--- src/rtl/gate_truth_table_sequencer.sv ---
// Sweeps every input vector into an N-input combinational gate, captures its truth table
// and compares it to EXPECTED. Define STOP_ON_FAIL_EN to end the sweep at the first mismatch.
module gate_truth_table_sequencer #(
    parameter int                          N_INPUTS    = 2,
    parameter int                          HOLD_CYCLES = 4,
    parameter logic [(2**N_INPUTS)-1:0]    EXPECTED    = 4'b0111
) (
    input  logic                        clk,
    input  logic                        rst_n,
    input  logic                        start,
    input  logic                        gate_out,
    output logic [N_INPUTS-1:0]         a_drive,
    output logic                        busy,
    output logic                        done,
    output logic                        pass,
    output logic [(2**N_INPUTS)-1:0]    captured,
    output logic [N_INPUTS-1:0]         fail_index
);

    localparam int                  T         = 2**N_INPUTS;
    localparam int                  HC_W      = $clog2(HOLD_CYCLES) + 1;
    localparam logic [HC_W-1:0]     HOLD_LAST = HC_W'(HOLD_CYCLES - 1);
    localparam logic [N_INPUTS-1:0] IDX_LAST  = N_INPUTS'(T - 1);

    typedef enum logic [0:0] {
        S_IDLE  = 1'b0,
        S_SWEEP = 1'b1
    } state_t;

    state_t                 r_state, w_state;
    logic [N_INPUTS-1:0]    r_idx, w_idx;
    logic [HC_W-1:0]        r_hold, w_hold;
    logic [N_INPUTS-1:0]    r_a_drive, w_a_drive;
    logic                   r_busy, w_busy;
    logic                   r_done, w_done;
    logic                   r_pass, w_pass;
    logic [T-1:0]           r_captured, w_captured;
    logic [N_INPUTS-1:0]    r_fail_index, w_fail_index;

    logic [T-1:0]           w_cap_sampled;
    logic                   w_mismatch;
    logic                   w_stop;

    // Scanning from the top down leaves the lowest mismatching index in r.
    function automatic logic [N_INPUTS-1:0] first_mismatch(input logic [T-1:0] cap);
        logic [N_INPUTS-1:0] r;
        r = '0;
        for (int i = T - 1; i >= 0; i--) begin
            if (cap[i] != EXPECTED[i]) begin
                r = N_INPUTS'(i);
            end
        end
        return r;
    endfunction

    always_comb begin
        // captured is cleared at start, so OR-ing in the new bit is a plain write.
        w_cap_sampled = r_captured | (T'(gate_out) << r_idx);
        w_mismatch    = (gate_out != EXPECTED[r_idx]);
`ifdef STOP_ON_FAIL_EN
        w_stop        = w_mismatch || (r_idx == IDX_LAST);
`else
        w_stop        = (r_idx == IDX_LAST);
`endif
    end

    always_comb begin
        w_state      = r_state;
        w_idx        = r_idx;
        w_hold       = r_hold;
        w_a_drive    = r_a_drive;
        w_busy       = r_busy;
        w_done       = r_done;
        w_pass       = r_pass;
        w_captured   = r_captured;
        w_fail_index = r_fail_index;

        case (r_state)
            S_IDLE: begin
                if (start) begin
                    w_state      = S_SWEEP;
                    w_idx        = '0;
                    w_hold       = '0;
                    w_a_drive    = '0;
                    w_busy       = 1'b1;
                    w_done       = 1'b0;
                    w_pass       = 1'b0;
                    w_captured   = '0;
                    w_fail_index = '0;
                end
            end

            S_SWEEP: begin
                if (r_hold == HOLD_LAST) begin
                    w_hold     = '0;
                    w_captured = w_cap_sampled;
                    if (w_stop) begin
                        w_state      = S_IDLE;
                        w_idx        = '0;
                        w_a_drive    = '0;
                        w_busy       = 1'b0;
                        w_done       = 1'b1;
                        w_pass       = (w_cap_sampled == EXPECTED);
                        w_fail_index = (w_cap_sampled == EXPECTED) ? '0
                                                                   : first_mismatch(w_cap_sampled);
                    end else begin
                        w_idx     = r_idx + 1'b1;
                        w_a_drive = r_idx + 1'b1;
                    end
                end else begin
                    w_hold = r_hold + 1'b1;
                end
            end

            default: begin
                w_state = S_IDLE;
            end
        endcase
    end

    always_ff @(posedge clk or negedge rst_n) begin
        if (!rst_n) begin
            r_state      <= S_IDLE;
            r_idx        <= '0;
            r_hold       <= '0;
            r_a_drive    <= '0;
            r_busy       <= 1'b0;
            r_done       <= 1'b0;
            r_pass       <= 1'b0;
            r_captured   <= '0;
            r_fail_index <= '0;
        end else begin
            r_state      <= w_state;
            r_idx        <= w_idx;
            r_hold       <= w_hold;
            r_a_drive    <= w_a_drive;
            r_busy       <= w_busy;
            r_done       <= w_done;
            r_pass       <= w_pass;
            r_captured   <= w_captured;
            r_fail_index <= w_fail_index;
        end
    end

    assign a_drive    = r_a_drive;
    assign busy       = r_busy;
    assign done       = r_done;
    assign pass       = r_pass;
    assign captured   = r_captured;
    assign fail_index = r_fail_index;

endmodule
--- config.mk ---
export PLATFORM = sky130hd
export DESIGN_NAME = gate_truth_table_sequencer
export DESIGN_NICKNAME = d
export VERILOG_FILES = /design/src/rtl/gate_truth_table_sequencer.sv
export SDC_FILE = /design/constraint.sdc
export NUM_CORES = 1
export LEC_CHECK = 0
export CAP_MARGIN = 40
export CORE_MARGIN = 4
export CORE_UTILIZATION = 52
export CTS_CLUSTER_SIZE = 24
export DETAILED_ROUTE_END_ITERATION = 7
export PLACE_DENSITY_LB_ADDON = 0.08
export SYNTH_ARGS = -nofsm -noshare
export SYNTH_HDL_FRONTEND = slang
export SYNTH_SLANG_ARGS = --single-unit
--- constraint.sdc ---
create_clock -name clk -period 2.9 [get_ports clk]
set_clock_uncertainty 0.2 [all_clocks]
set_input_delay 0.725 -clock clk [delete_from_list [all_inputs] [get_ports clk]]
set_output_delay 0.725 -clock clk [all_outputs]
set_load 0.01 [all_outputs]
==> flow_metrics.env, run 1 <==
export IMPL_synthesis_nets=89
export IMPL_postcts_setup_bufs=0
export IMPL_grt_pass1_vias=598
export IMPL_crit_path_end_kind="output pin"
export IMPL_slew_headroom=0.556
export IMPL_final_min_clock_period_ns=2.33
export IMPL_worst_r2r_path_depth=5
export IMPL_wl_met3_um=64
export IMPL_ios=15
export IMPL_cp_slowest_cell="sky130_fd_sc_hd__clkdlybuf4s50_1"
export IMPL_floorplan_core_area_mm2=0.00133
export IMPL_worst_slew_pin_transition_ns=0.664
export IMPL_irDropWorstVdd_uv=527
export IMPL_cp_start_kind="flop"
export IMPL_detail_route_wl_per_cell_um=13.9
export IMPL_grt_use_total=0.176
export IMPL_clkTransAtPathRegs_ns=0.09
export IMPL_most_frequently_used_cell_type_in_the_post_synthesis_netlist="sky130_fd_sc_hd__nand2_1"
export IMPL_die_area_mm2=0.00212
export IMPL_topRoutingLayerUsed="met4"
export IMPL_dominantRegCellSynth="sky130_fd_sc_hd__dfrtp_1"
export IMPL_areaGrowthSynthToFinish_pct=22.1
export IMPL_via_per_inst=5.48
export IMPL_timing_fmax_ghz=0.429
export IMPL_cts_tree="done"
export IMPL_min_path_type="reg2reg"
export IMPL_post_synthesis_average_cell_area_um2=9.09
export IMPL_synth_edf_count=0
export IMPL_post_synth_top_area_fraction=0.498
export IMPL_global_route_wire_length_before_repair_um=2640
export IMPL_drive_gt1_frac=0.0408
export IMPL_path_buf_inv=1
export IMPL_p_total_uw=903
export IMPL_pwr_density_cell_mw_per_mm2=981
export IMPL_period_share=0.803
export IMPL_dp_hpwl_um=1190
export IMPL_worstReg2RegStart="a_drive[0]$_DFFE_PN0P_"
export IMPL_setup_total_negative_slack_ns=0
export IMPL_clk_insertion_delay_late_ns=0.28
export IMPL_min_delay_path_depth=1
export IMPL_synth_lib_cells_used_distinct=23
export IMPL_worstSetupPathDepth=1
export IMPL_io_buffer_count=14
export IMPL_finalSetupViolations=0
export IMPL_die_y_um=46.1
export IMPL_max_stage_delay_ns=0.60
export IMPL_synthesis_instances=83
export IMPL_synth_seq_cells=15
export IMPL_start_util=0.566
export IMPL_totalWireLength_um=1580
export IMPL_critical_path_arrival_ns=1.40
export IMPL_crit_chain="clkdlybuf4s50_1"
export IMPL_post_synth_top_area_cell="sky130_fd_sc_hd__dfrtp_1"
export IMPL_max_clock_path_buffers=2
export IMPL_detail_route_iter0_violations=16
export IMPL_pin_count_of_the_biggest_net_entering_global_routing=16
export IMPL_yosysWarnings=0
export IMPL_cts_sinks=15
export IMPL_number_of_antenna_violations_at_the_first_check_in_global_routing=0
export IMPL_p_int_uw=548
export IMPL_first_pass_iters=4
export IMPL_path_delay_family="buffers and inverters"
export IMPL_post_place_ws_ns=0.516
export IMPL_worst_r2r_endpoint="pass$_DFFE_PN0P_"
export IMPL_layout_nets=105
export IMPL_postRouteAntennaNets=0
export IMPL_synth_seq_area_share=0.498
export IMPL_post_cts_resize_count=0
export IMPL_total_leakage_power_nw=0.413
export IMPL_synth_cell_area_um2=754
export IMPL_kind_of_critical_path="reg2out"
export IMPL_met1_length_um=749
export IMPL_yosys_top_cells_count="17 x sky130_fd_sc_hd__nand2_1, 15 x sky130_fd_sc_hd__dfrtp_1, 9 x sky130_fd_sc_hd__o21ai_1"
export IMPL_swShare=0.394
export IMPL_r2r_slack_ns=1.06
export IMPL_clockRootBuffer="sky130_fd_sc_hd__clkbuf_4"
export IMPL_timing_final_hold_violations=0
export IMPL_power_sequential_fraction=0.440
export IMPL_antenna_cells=0
export IMPL_crit_required_ns=1.98
export IMPL_worst_setup_path_endpoint="a_drive[0]"
export IMPL_routed_via_count=619
export IMPL_combinationalPowerShare=0.430
export IMPL_finalWeightedCongestion=0.767
export IMPL_final_core_util=0.690
export IMPL_timing_max_cap_violations=0
export IMPL_status="completed"
export IMPL_numCtsBuffers=3
export IMPL_worstPathMaxFanout=9
export IMPL_worst_setup_path_startpoint="a_drive[0]$_DFFE_PN0P_"
export IMPL_ys_top_cells_by_area="sky130_fd_sc_hd__dfrtp_1 50%, sky130_fd_sc_hd__nand2_1 8.5%, sky130_fd_sc_hd__o21ai_1 6.0%, sky130_fd_sc_hd__and3b_1 3.5%, sky130_fd_sc_hd__a21oi_1 3.3%"
export IMPL_async_reset_ff_frac=1.00
export IMPL_slew_violations=0
export IMPL_unrepaired_setup_endpoints_after_global_routing="no"
export IMPL_power_net_switching_uw=356
export IMPL_fp_dieW_um=46.1
export IMPL_remaining_drc_errors=0
export IMPL_global_route_overflow_total=0
export IMPL_htreeDepth=1
export IMPL_post_route_worst_setup_slack_ns=0.571
export IMPL_share_clk_of_total_power=0.129
export IMPL_rows=13
export IMPL_cts_hold_buffers=0
export IMPL_met2WireLength_um=750
-- cells by family (layout without fill, tap and decap cells) --
family,count (synthesis),in the layout,share of synthesized area
AO/OA/AOI/OAI,21,21,0.158
adder cells (fa/ha/maj),2,2,0.0332
buffers and inverters,5,20,0.0348
flip-flops,15,15,0.498
multiplexers,2,2,0.0282
AND/OR/NAND/NOR,38,38,0.249
-- layout by cell type (no fill, tap or decap), drive strengths merged --
master and count:
nand2 17, nand3b 1, mux2 1, dfrtp 15, and3b 3, and3 2
o32ai 1, ha 2, nand2b 3, a211oi 1, nand3 4, inv 2
o21a 1, a21oi 5, clkbuf 4, a32o 1, or4b 1, nor2 6
mux2i 1, nor2b 1, clkdlybuf4s50 14, o21ai 12
-- power by group through the flow --
stage / Sequential (mW) / Clock [mW] / Combinational (mW)
5_1_grt: 0.415 / 0.125 / 0.441
2_1_floorplan: 0.382 / 0 / 0.248
6_report: 0.398 / 0.117 / 0.389
4_1_cts: 0.397 / 0.120 / 0.395
3_5_place_dp: 0.401 / 0 / 0.394
3_3_place_gp: 0.395 / 0 / 0.381
-- cell type report --
class	instances	area (um^2)
fill	116	413
sequential	15	375
multi-input combinational	63	353
timing repair buffer	14	140
clock buffer	4	26.3
tap	15	18.8
inverter	2	7.51
-- flip-flops by register name (all words and copies together), names as in the netlist --
register    count
captured        4
busy            1
r_state         1
fail_index      2
a_drive         2
done            1
r_hold          3
pass            1
-- worst min path at each step --
stage / startpoint / to / slack, ns
floorplan: rst_n / a_drive[0]$_DFFE_PN0P_ / 0.23
global placement: r_hold[0]$_DFFE_PN0P_ / r_hold[0]$_DFFE_PN0P_ / 0.27
detailed placement: r_hold[1]$_DFFE_PN0P_ / r_hold[1]$_DFFE_PN0P_ / 0.29
CTS: r_hold[1]$_DFFE_PN0P_ / r_hold[1]$_DFFE_PN0P_ / 0.31
global route: r_hold[1]$_DFFE_PN0P_ / r_hold[1]$_DFFE_PN0P_ / 0.33
finish: r_hold[1]$_DFFE_PN0P_ / r_hold[1]$_DFFE_PN0P_ / 0.31
-- per-layer routing --
metal,GRT usage,vias to the layer above
li1,-,326
met1,0.235,277
met2,0.277,14
met3,0.0234,2
met4,0.0852,0
met5,0,-
-- per-stage QoR --
stage / hold WS (ns) / instance area [um^2] / std cells
after floorplan: 0.229 / 754 / 83
after global placement: 0.271 / 895 / 109
after detailed placement: 0.289 / 895 / 109
after CTS: 0.309 / 921 / 113
after global routing: 0.332 / 921 / 113
final: 0.306 / 921 / 113
No activity file was read; power rests on OpenSTA's default activity.
==> run 2, diff against run 1 <==
CORE_UTILIZATION = 44   (was 52)
clock period = 1.95 ns   (was 2.9 ns; I/O delays follow)
==> flow_metrics.env, run 2 (synthesis gave the netlist of run 1 again) <==
export IMPL_layout_common_cells="17 x sky130_fd_sc_hd__nand2_1, 13 x sky130_fd_sc_hd__dfrtp_1, 11 x sky130_fd_sc_hd__buf_4, 9 x sky130_fd_sc_hd__o21ai_1, 9 x sky130_fd_sc_hd__clkdlybuf4s50_1"
export IMPL_r2r_slack_ns=0.24
export IMPL_worstReg2RegStart="a_drive[1]$_DFFE_PN0P_"
export IMPL_min_delay_path_depth=1
export IMPL_global_route_overflow_total=0
export IMPL_irDropWorstVdd_uv=710
export IMPL_worstPathMaxFanout=6
export IMPL_detail_route_wl_per_cell_um=13.5
export IMPL_die_area_mm2=0.00244
export IMPL_status="completed"
export IMPL_total_leakage_power_nw=0.527
export IMPL_pwr_density_cell_mw_per_mm2=1430
export IMPL_finalWeightedCongestion=0.895
export IMPL_power_net_switching_uw=549
export IMPL_min_path_type="reg2reg"
export IMPL_slew_violations=0
export IMPL_grt_pass1_vias=631
export IMPL_timing_final_hold_violations=0
export IMPL_kind_of_critical_path="in2reg"
export IMPL_floorplan_core_area_mm2=0.00156
export IMPL_global_route_wire_length_before_repair_um=2970
export IMPL_timing_fmax_ghz=0.528
export IMPL_unrepaired_setup_endpoints_after_global_routing="no"
export IMPL_timing_max_cap_violations=0
export IMPL_worst_r2r_path_depth=5
export IMPL_start_util=0.484
export IMPL_first_pass_iters=4
export IMPL_finalSetupViolations=0
export IMPL_layout_nets=116
export IMPL_rows=14
export IMPL_crit_path_end_kind="flop"
export IMPL_period_share=0.971
export IMPL_detail_route_iter0_violations=11
export IMPL_final_min_clock_period_ns=1.89
export IMPL_critical_path_arrival_ns=1.91
export IMPL_clkTransAtPathRegs_ns=0.09
export IMPL_layout_commonest_cell="sky130_fd_sc_hd__nand2_1"
export IMPL_swShare=0.378
export IMPL_largest_reg_flops=4
export IMPL_ios=15
export IMPL_crit_chain="clkdlybuf4s50_1, and3b_1, a21oi_1, or4b_1, nand3_1"
export IMPL_p_int_uw=905
export IMPL_fin_worst_hold_slack_ns=0.284
export IMPL_worst_slew_pin_transition_ns=0.363
export IMPL_die_y_um=49.4
export IMPL_clockRootBuffer="sky130_fd_sc_hd__clkbuf_4"
export IMPL_worst_r2r_endpoint="pass$_DFFE_PN0P_"
export IMPL_pin_count_of_the_biggest_net_entering_global_routing=16
export IMPL_holdCritStartpoint="r_hold[0]$_DFFE_PN0P_"
export IMPL_number_of_antenna_violations_at_the_first_check_in_global_routing=0
export IMPL_max_stage_delay_ns=0.56
export IMPL_totalWireLength_um=1680
export IMPL_via_per_inst=5.32
export IMPL_setup_total_negative_slack_ns=0
export IMPL_clk_insertion_delay_late_ns=0.27
export IMPL_numCtsBuffers=3
export IMPL_slew_headroom=0.757
export IMPL_final_core_util=0.652
export IMPL_remaining_drc_errors=0
export IMPL_antenna_cells=0
export IMPL_io_buffer_count=14
export IMPL_max_clock_path_buffers=2
export IMPL_power_sequential_fraction=0.363
export IMPL_drive_gt1_frac=0.156
export IMPL_routed_via_count=665
export IMPL_areaGrowthSynthToFinish_pct=34.7
export IMPL_fp_dieW_um=49.4
export IMPL_postRouteAntennaNets=0
export IMPL_combinationalPowerShare=0.518
export IMPL_dp_hpwl_um=1220
export IMPL_crit_required_ns=1.97
export IMPL_htreeDepth=1
export IMPL_cp_slowest_cell="sky130_fd_sc_hd__clkdlybuf4s50_1"
export IMPL_share_clk_of_total_power=0.119
export IMPL_grt_use_total=0.157
export IMPL_whs_endpoint="r_hold[0]$_DFFE_PN0P_"
export IMPL_cp_start_kind="input pin"
export IMPL_cts_sinks=15
export IMPL_cts_tree="done"
-- run 2: how the worst max path moves through the flow --
stage                                 start                to  cells past startpoint
finish                             gate_out  pass$_DFFE_PN0P_                      5
CTS                 captured[2]$_DFFE_PN0P_       captured[2]                      1
detailed placement                 gate_out  pass$_DFFE_PN0P_                      5
global route               done$_DFFE_PN0P_              done                      1
global placement                   gate_out  pass$_DFFE_PN0P_                      5
floorplan            a_drive[1]$_DFFE_PN0P_  pass$_DFFE_PN0P_                      5
-- run 2: worst max-delay path, delay by kind of cell --
family | cells | cell delay, ns
AO/OA/AOI/OAI | 1 | 0.06
buffers and inverters | 1 | 0.56
AND/OR/NAND/NOR | 3 | 0.80
-- run 2: metrics by stage --
| step | cells | cell area, um^2 | power [mW] | worst slack [ns] |
|---|---|---|---|---|
| 2_1_floorplan | 83 | 754 | 0.936 | 0.279 |
| 3_3_place_gp | 117 | 948 | 1.23 | -0.174 |
| 3_5_place_dp | 117 | 948 | 1.25 | -0.224 |
| 4_1_cts | 123 | 991 | 1.45 | 0.000294 |
| 5_1_grt | 125 | 1020 | 1.59 | 0.00196 |
| 6_report | 125 | 1020 | 1.45 | 0.0573 |
-- run 2: what timing repair did --
| item | CTS | global route |
|---|---|---|
| hold buffers | 0 | 0 |
| buffers inserted | 2 | 2 |
| setup endpoints to repair | 3 | 4 |
| gates resized for setup | 3 | 4 |
-- run 2: final cells by class --
type	count	area, um^2
Sequential cell	15	378
Timing Repair Buffer	25	231
Multi-Input combinational cell	63	353
Tap cell	16	20.0
Clock buffer	4	26.3
Fill cell	147	543
Inverter	2	7.51
-- run 2: power by group through the flow --
stage | Combinational (mW) | Clock, mW | Sequential [mW]
2_1_floorplan | 0.368 | 0 | 0.568
3_3_place_gp | 0.678 | 0 | 0.552
3_5_place_dp | 0.689 | 0 | 0.556
4_1_cts | 0.734 | 0.182 | 0.532
5_1_grt | 0.843 | 0.199 | 0.550
6_report | 0.753 | 0.172 | 0.528
-- run 2: layer usage --
| layer | global-route usage | up-vias | share of wire |
|---|---|---|---|
| li1 | - | 341 | - |
| met1 | 0.212 | 312 | 0.52 |
| met2 | 0.243 | 10 | 0.44 |
| met3 | 0.0459 | 2 | 0.029 |
| met4 | 0.0461 | 0 | 0.0071 |
| met5 | 0 | - | 0 |
